File: src/rtl/rand_pkg.sv
// Shared constants and helpers for the random-word arbiter.
package rand_pkg;

    localparam int unsigned WORD_W   = 32;
    localparam int unsigned SERVED_W = 16;
    localparam int unsigned FAULTS_W = 8;
    localparam int unsigned STATE_W  = 2;

    typedef logic [STATE_W-1:0] state_t;

    // Encoding 3 is never entered and is decoded as FAULT.
    localparam state_t ST_INIT  = 2'd0;
    localparam state_t ST_SERVE = 2'd1;
    localparam state_t ST_FAULT = 2'd2;

    // Saturating increment for the fault counter.
    function automatic logic [FAULTS_W-1:0] sat_inc_faults(input logic [FAULTS_W-1:0] v);
        return (v == {FAULTS_W{1'b1}}) ? v : v + FAULTS_W'(1);
    endfunction

endpackage

File: src/rtl/rr_arbiter.sv
// Combinational round-robin picker: first set request at or after ptr wins.
module rr_arbiter #(
    parameter int unsigned N_REQ = 4,
    parameter int unsigned IDX_W = $clog2(N_REQ)
) (
    input  logic [N_REQ-1:0] req,
    input  logic [IDX_W-1:0] ptr,
    input  logic             enable,
    output logic [N_REQ-1:0] gnt
);

    logic [IDX_W-1:0] idx;
    logic             found;

    // Scan requesters starting at ptr, wrapping at N_REQ.
    always_comb begin
        gnt   = '0;
        idx   = '0;
        found = 1'b0;
        for (int k = 0; k < int'(N_REQ); k++) begin
            idx = IDX_W'((int'(ptr) + k) % int'(N_REQ));
            if (enable && !found && req[idx]) begin
                gnt[idx] = 1'b1;
                found    = 1'b1;
            end
        end
    end

endmodule

File: src/rtl/rand_arbiter.sv
// Shares a random-number generator among N_REQ requesters, supervising
// generator start-up and restarting it after self-check faults.
module rand_arbiter
    import rand_pkg::*;
#(
    parameter int          DELAY        = 1,
    parameter int unsigned N_REQ        = 4,
    parameter int unsigned RESTART_CYC  = 16,
    parameter int unsigned INIT_TIMEOUT = 1024
) (
    input  logic                CLK,
    input  logic                RESET,
    input  logic                rng_valid,
    input  logic                rng_error,
    input  logic [WORD_W-1:0]   rng_rand,
    output logic                rng_restart,
    input  logic [N_REQ-1:0]    req,
    output logic [N_REQ-1:0]    gnt,
    output logic [WORD_W-1:0]   rdata,
    output logic [SERVED_W-1:0] served,
    output logic [FAULTS_W-1:0] faults,
    output logic [STATE_W-1:0]  state
);

    localparam int unsigned IDX_W   = $clog2(N_REQ);
    localparam int unsigned CNT_MAX = (INIT_TIMEOUT > RESTART_CYC) ? INIT_TIMEOUT : RESTART_CYC;
    localparam int unsigned CNT_W   = $clog2(CNT_MAX + 1);

    // Registers switch with zero delay; DELAY survives only for parameter
    // compatibility with the legacy behavioural model.
    if (DELAY < 0) begin : g_delay_compat
    end

    state_t              state_q, state_d;
    logic [CNT_W-1:0]    cnt_q, cnt_d;
    logic [IDX_W-1:0]    ptr_q, ptr_d;
    logic [N_REQ-1:0]    gnt_q, gnt_d;
    logic [WORD_W-1:0]   rdata_q, rdata_d;
    logic [SERVED_W-1:0] served_q, served_d;
    logic [FAULTS_W-1:0] faults_q, faults_d;
    logic                restart_q, restart_d;

    logic                arb_en_c;
    logic [N_REQ-1:0]    rr_gnt_c;
    logic [IDX_W-1:0]    gidx;

    assign arb_en_c = (state_q == ST_SERVE) && rng_valid && !rng_error;

    rr_arbiter #(
        .N_REQ (N_REQ),
        .IDX_W (IDX_W)
    ) u_rr (
        .req    (req),
        .ptr    (ptr_q),
        .enable (arb_en_c),
        .gnt    (rr_gnt_c)
    );

    // Next-state, counter and grant logic.
    always_comb begin
        state_d   = state_q;
        cnt_d     = cnt_q;
        ptr_d     = ptr_q;
        gnt_d     = '0;
        rdata_d   = rdata_q;
        served_d  = served_q;
        faults_d  = faults_q;
        restart_d = restart_q;
        gidx      = '0;

        for (int j = 0; j < int'(N_REQ); j++) begin
            if (rr_gnt_c[j]) gidx = IDX_W'(j);
        end

        case (state_q)
            ST_INIT: begin
                restart_d = 1'b0;
                if (rng_error || cnt_q == CNT_W'(INIT_TIMEOUT - 1)) begin
                    state_d   = ST_FAULT;
                    cnt_d     = '0;
                    restart_d = 1'b1;
                    faults_d  = sat_inc_faults(faults_q);
                end else if (rng_valid) begin
                    state_d = ST_SERVE;
                    cnt_d   = '0;
                end else begin
                    cnt_d = cnt_q + CNT_W'(1);
                end
            end
            ST_SERVE: begin
                restart_d = 1'b0;
                if (rng_error) begin
                    state_d   = ST_FAULT;
                    cnt_d     = '0;
                    restart_d = 1'b1;
                    faults_d  = sat_inc_faults(faults_q);
                end else if (|rr_gnt_c) begin
                    gnt_d    = rr_gnt_c;
                    rdata_d  = rng_rand;
                    served_d = served_q + SERVED_W'(1);
                    ptr_d    = (gidx == IDX_W'(N_REQ - 1)) ? '0 : gidx + IDX_W'(1);
                end
            end
            default: begin
                // FAULT (and the unreachable encoding): hold restart for the window.
                restart_d = 1'b1;
                if (cnt_q == CNT_W'(RESTART_CYC - 1)) begin
                    state_d   = ST_INIT;
                    cnt_d     = '0;
                    restart_d = 1'b0;
                end else begin
                    cnt_d = cnt_q + CNT_W'(1);
                end
            end
        endcase
    end

    // State and output registers with synchronous active-low reset.
    always_ff @(posedge CLK) begin
        if (!RESET) begin
            state_q   <= ST_INIT;
            cnt_q     <= '0;
            ptr_q     <= '0;
            gnt_q     <= '0;
            rdata_q   <= '0;
            served_q  <= '0;
            faults_q  <= '0;
            restart_q <= 1'b1;
        end else begin
            state_q   <= state_d;
            cnt_q     <= cnt_d;
            ptr_q     <= ptr_d;
            gnt_q     <= gnt_d;
            rdata_q   <= rdata_d;
            served_q  <= served_d;
            faults_q  <= faults_d;
            restart_q <= restart_d;
        end
    end

    assign rng_restart = restart_q;
    assign gnt         = gnt_q;
    assign rdata       = rdata_q;
    assign served      = served_q;
    assign faults      = faults_q;
    assign state       = state_q;

endmodule

File: config.mk
export PLATFORM = sky130hd
export DESIGN_NAME = rand_arbiter
export DESIGN_NICKNAME = d
export VERILOG_FILES = /design/src/rtl/rand_pkg.sv /design/src/rtl/rr_arbiter.sv /design/src/rtl/rand_arbiter.sv
export SDC_FILE = /design/constraint.sdc
export NUM_CORES = 1
export LEC_CHECK = 0
export BUFFER_PORTS_ARGS = -buffer_cell sky130_fd_sc_hd__clkbuf_2
export CORE_ASPECT_RATIO = 1.25
export CORE_MARGIN = 5
export CORE_UTILIZATION = 58
export CTS_BUF_LIST = sky130_fd_sc_hd__clkbuf_8
export DETAILED_ROUTE_END_ITERATION = 8
export GPL_ROUTABILITY_DRIVEN = 0
export GPL_TIMING_DRIVEN = 0
export HOLD_SLACK_MARGIN = 0.1
export PLACE_DENSITY = 0.88
export SLEW_MARGIN = 15
export SYNTH_ARGS = -nofsm -noshare
export SYNTH_HDL_FRONTEND = slang
export SYNTH_SLANG_ARGS = --single-unit
File: constraint.sdc
create_clock -name CLK -period 7.15 [get_ports CLK]
set_clock_uncertainty 0.15 [all_clocks]
set_input_delay 0.3575 -clock CLK [delete_from_list [all_inputs] [get_ports CLK]]
set_output_delay 0.3575 -clock CLK [all_outputs]
set_load 0.005 [all_outputs]
==> flow_summary.json <==
{
  "status": "finished clean",
  "synth.top_cells.by_count": "76 x dfxtp_1, 50 x a21oi_1, 39 x nand3_1",
  "ys_warn_count": 0,
  "critPathMaxFanout": 10,
  "core_um2": 6166,
  "nFillCells": 496,
  "fp.dieW_um": 80.99,
  "critPathBufInv": 2,
  "switching_share": 0.2526,
  "drt_iter0_markers": 138,
  "drive_above_1_share": 0.2709,
  "dp_hpwl_um": 7222,
  "p_int_w": 0.0005839,
  "switchingPower_w": 0.0001973,
  "finalHoldViolCount": 0,
  "grt-ovfl-total": 0,
  "slew_headroom": 0.5885,
  "arrival_ps": 3170,
  "tns_ps": 0,
  "drv_cap": 0,
  "cts_made_buffers": 9,
  "powerDensity_nw_per_um2": 173.9,
  "cp-startpoint": "ptr_q[0]",
  "grt_start_max_net_pins": 14,
  "power_w": 0.0007812,
  "hp-start": "rng_rand[18]",
  "seq_power_share": 0.557,
  "critPathSlowestCell": "dfxtp_1",
  "die_area_um2": 7997,
  "leakage_nw": 1.978,
  "h-tree-depth": 3,
  "hold_path_class": "input pin to flip-flop",
  "grt_pass1_vias": 3352,
  "rr_startpoint": "ptr_q[0]",
  "path_clk_slew_ps": 80,
  "ir_drop_mv": 0.1720,
  "wire_per_inst_um": 15.24,
  "drc_errors": 0,
  "yosys.cell_count.top_type": "dfxtp_1",
  "synth_cell_type_count": 45,
  "synth.area.top_cells": "dfxtp_1 42%, a21oi_1 6.8%, nand3_1 5.3%, mux2i_1 4.4%, o21ai_0 4.0%",
  "synth_edf_count": 0,
  "cts.sinks": 76,
  "synth_nets": 466,
  "worstMarginPinSlew_ps": 617.2,
  "io_pins": 103,
  "syn_area_um2": 3654,
  "cts_root_buf": "clkbuf_8",
  "grt_use_total": 0.2358,
  "drt_pass1_iterations": 5,
  "syn_inst": 416,
  "critical_path_class": "flip-flop to flip-flop",
  "cts_tree": "done",
  "wirelength_um": 9525,
  "synth.top_cell.area_share": 0.4164,
  "crit_chain": "inv_1, ha_1, mux4_2, nor3_4, o21a_4, a211o_2, clkbuf_1, o21ai_1, a21oi_1",
  "cts_buffer_depth": 2,
  "areaGrowthSynthToFinish_pct": 22.98,
  "fin_crit_sh": 0.4272,
  "period_minus_slack_ps": 3054,
  "clkPwrFrac": 0.358,
  "grt_antenna_before_repair": 1,
  "synth_top_area_cell": "dfxtp_1",
  "antenna_left": 0,
  "initial_core_util": 0.5925,
  "slew_violations": 0,
  "slowest_delay_ps": 560,
  "vias": 3569,
  "syn_area_per_cell_um2": 8.782,
  "dp.cells": 603,
  "port_buffers": 102,
  "fmax_mhz": 327.4,
  "async_flop_share": 0,
  "nets": 584,
  "crit_family": "compound AO/OA/AOI/OAI gates",
  "row_count": 32,
  "critPathRequiredTime_ps": 7260,
  "setup_violations": 0,
  "ys_seq_area_frac": 0.4164,
  "fp.dieH_um": 98.74,
  "vias_per_cell": 5.710,
  "ys_seq_elements": 76,
  "end_kind": "flip-flop",
  "synth-main-ff-cell": "dfxtp_1",
  "rsz0062_at_grt": "false",
  "stdcell_count": 625,
  "cp-start-kind": "flip-flop",
  "grt_first_pass_wirelength_um": 15100,
  "clk_latency_ps": 340,
  "p_comb_frac": 0.084
}
==> power by group through the flow <==
stage          Combinational (W)  Sequential, W  Clock [W]
2_1_floorplan          0.0000362       0.000445          0
3_3_place_gp           0.0000608       0.000445          0
4_1_cts                0.0000658       0.000435   0.000285
5_1_grt                0.0000725       0.000436   0.000303
6_report               0.0000659       0.000435   0.000280
3_5_place_dp           0.0000629       0.000445          0
==> stage by stage <==
| step | hold WS (ps) | setup WS, ps | util | area [um2] |
|---|---|---|---|---|
| after global routing | 109.7 | 3855 | 0.7287 | 4493 |
| final | 110.2 | 4096 | 0.7287 | 4493 |
| after floorplan | 309.1 | 4533 | - | 3654 |
| after detailed placement | 307.0 | 4154 | 0.6926 | 4270 |
| after global placement | 300.4 | 4219 | 0.6926 | 4270 |
| after CTS | 101.0 | 4105 | 0.7283 | 4491 |
==> final cells by class <==
cell class              count  area, um2  area share
clock inverters             7      46.29     0.01030
diodes                      1      2.502   0.0005569
well taps                  85      106.4     0.02367
flip-flops and latches     76       1521      0.3386
clock buffers               9      123.9     0.02757
plain buffers              27      153.9     0.03425
repair buffers            107      560.5      0.1248
multi-input cells         308       1959      0.4361
inverters                   5      18.77    0.004177
==> routing by layer <==
metal  vias up  track usage  part of all wire
met4         0       0.1131             0.022
met5         -            0                 0
met2       146       0.4099              0.49
li1       1735            -                 -
met3        26      0.06307             0.089
met1      1662       0.2610              0.39
==> layout by cell type, fill, tap and decap left out, types with 2 or more instances in the layout <==
cell type	n
nand3b_1	4
mux4_2	4
clkbuf_2	102
clkbuf_8	9
a22o_1	4
buf_4	3
dfxtp_1	76
o2111ai_1	4
mux2i_1	16
clkbuf_1	11
nor3_1	5
and4_1	2
a21oi_1	50
xnor2_1	3
dlygate4sd3_1	5
o21ai_0	29
clkinv_4	3
ha_1	10
xor2_1	14
o211ai_2	4
o21ai_1	7
nand3_1	39
and3_1	10
a211oi_1	2
nand4_1	8
nand2b_1	14
nor2_1	31
buf_6	4
buf_2	9
nand2_1	30
inv_1	7
==> cells by family after synthesis <==
group	synth area share
AND/OR/NAND/NOR	0.2099
buffers and inverters	0.04726
multiplexers	0.07158
AO/OA/AOI/OAI	0.1798
XOR/XNOR	0.04076
adder cells (fa/ha/maj)	0.03425
flip-flops	0.4164
==> registers in the layout (all words and copies together) (netlist names) <==
name         flops
served          16
gnt              4
state            2
rdata           32
rng_restart      1
faults           8
cnt_q           11
ptr_q            2
==> timing repair <==
item	4_1_cts	5_1_grt
hold buffers	5	0
endpoints found under the hold margin	5	0
resized for setup	0	0
setup buffers	0	0
==> path summary, 6_finish.rpt <==
kind	endpoint	slack, ps	depth (start not counted)
setup / recovery	rdata[24]	4100	9
setup reg to reg	rdata[24]	4100	9
hold / removal	rdata[18]	110	3
hold reg to reg	rdata[10]	320	2
==> worst min-delay path, delay by kind of cell <==
kind / cells / cell delay [ps]
buffers and inverters: 1 / 80
AOI/OAI and AO/OA: 2 / 120
No activity file was read; power rests on OpenSTA's default activity.
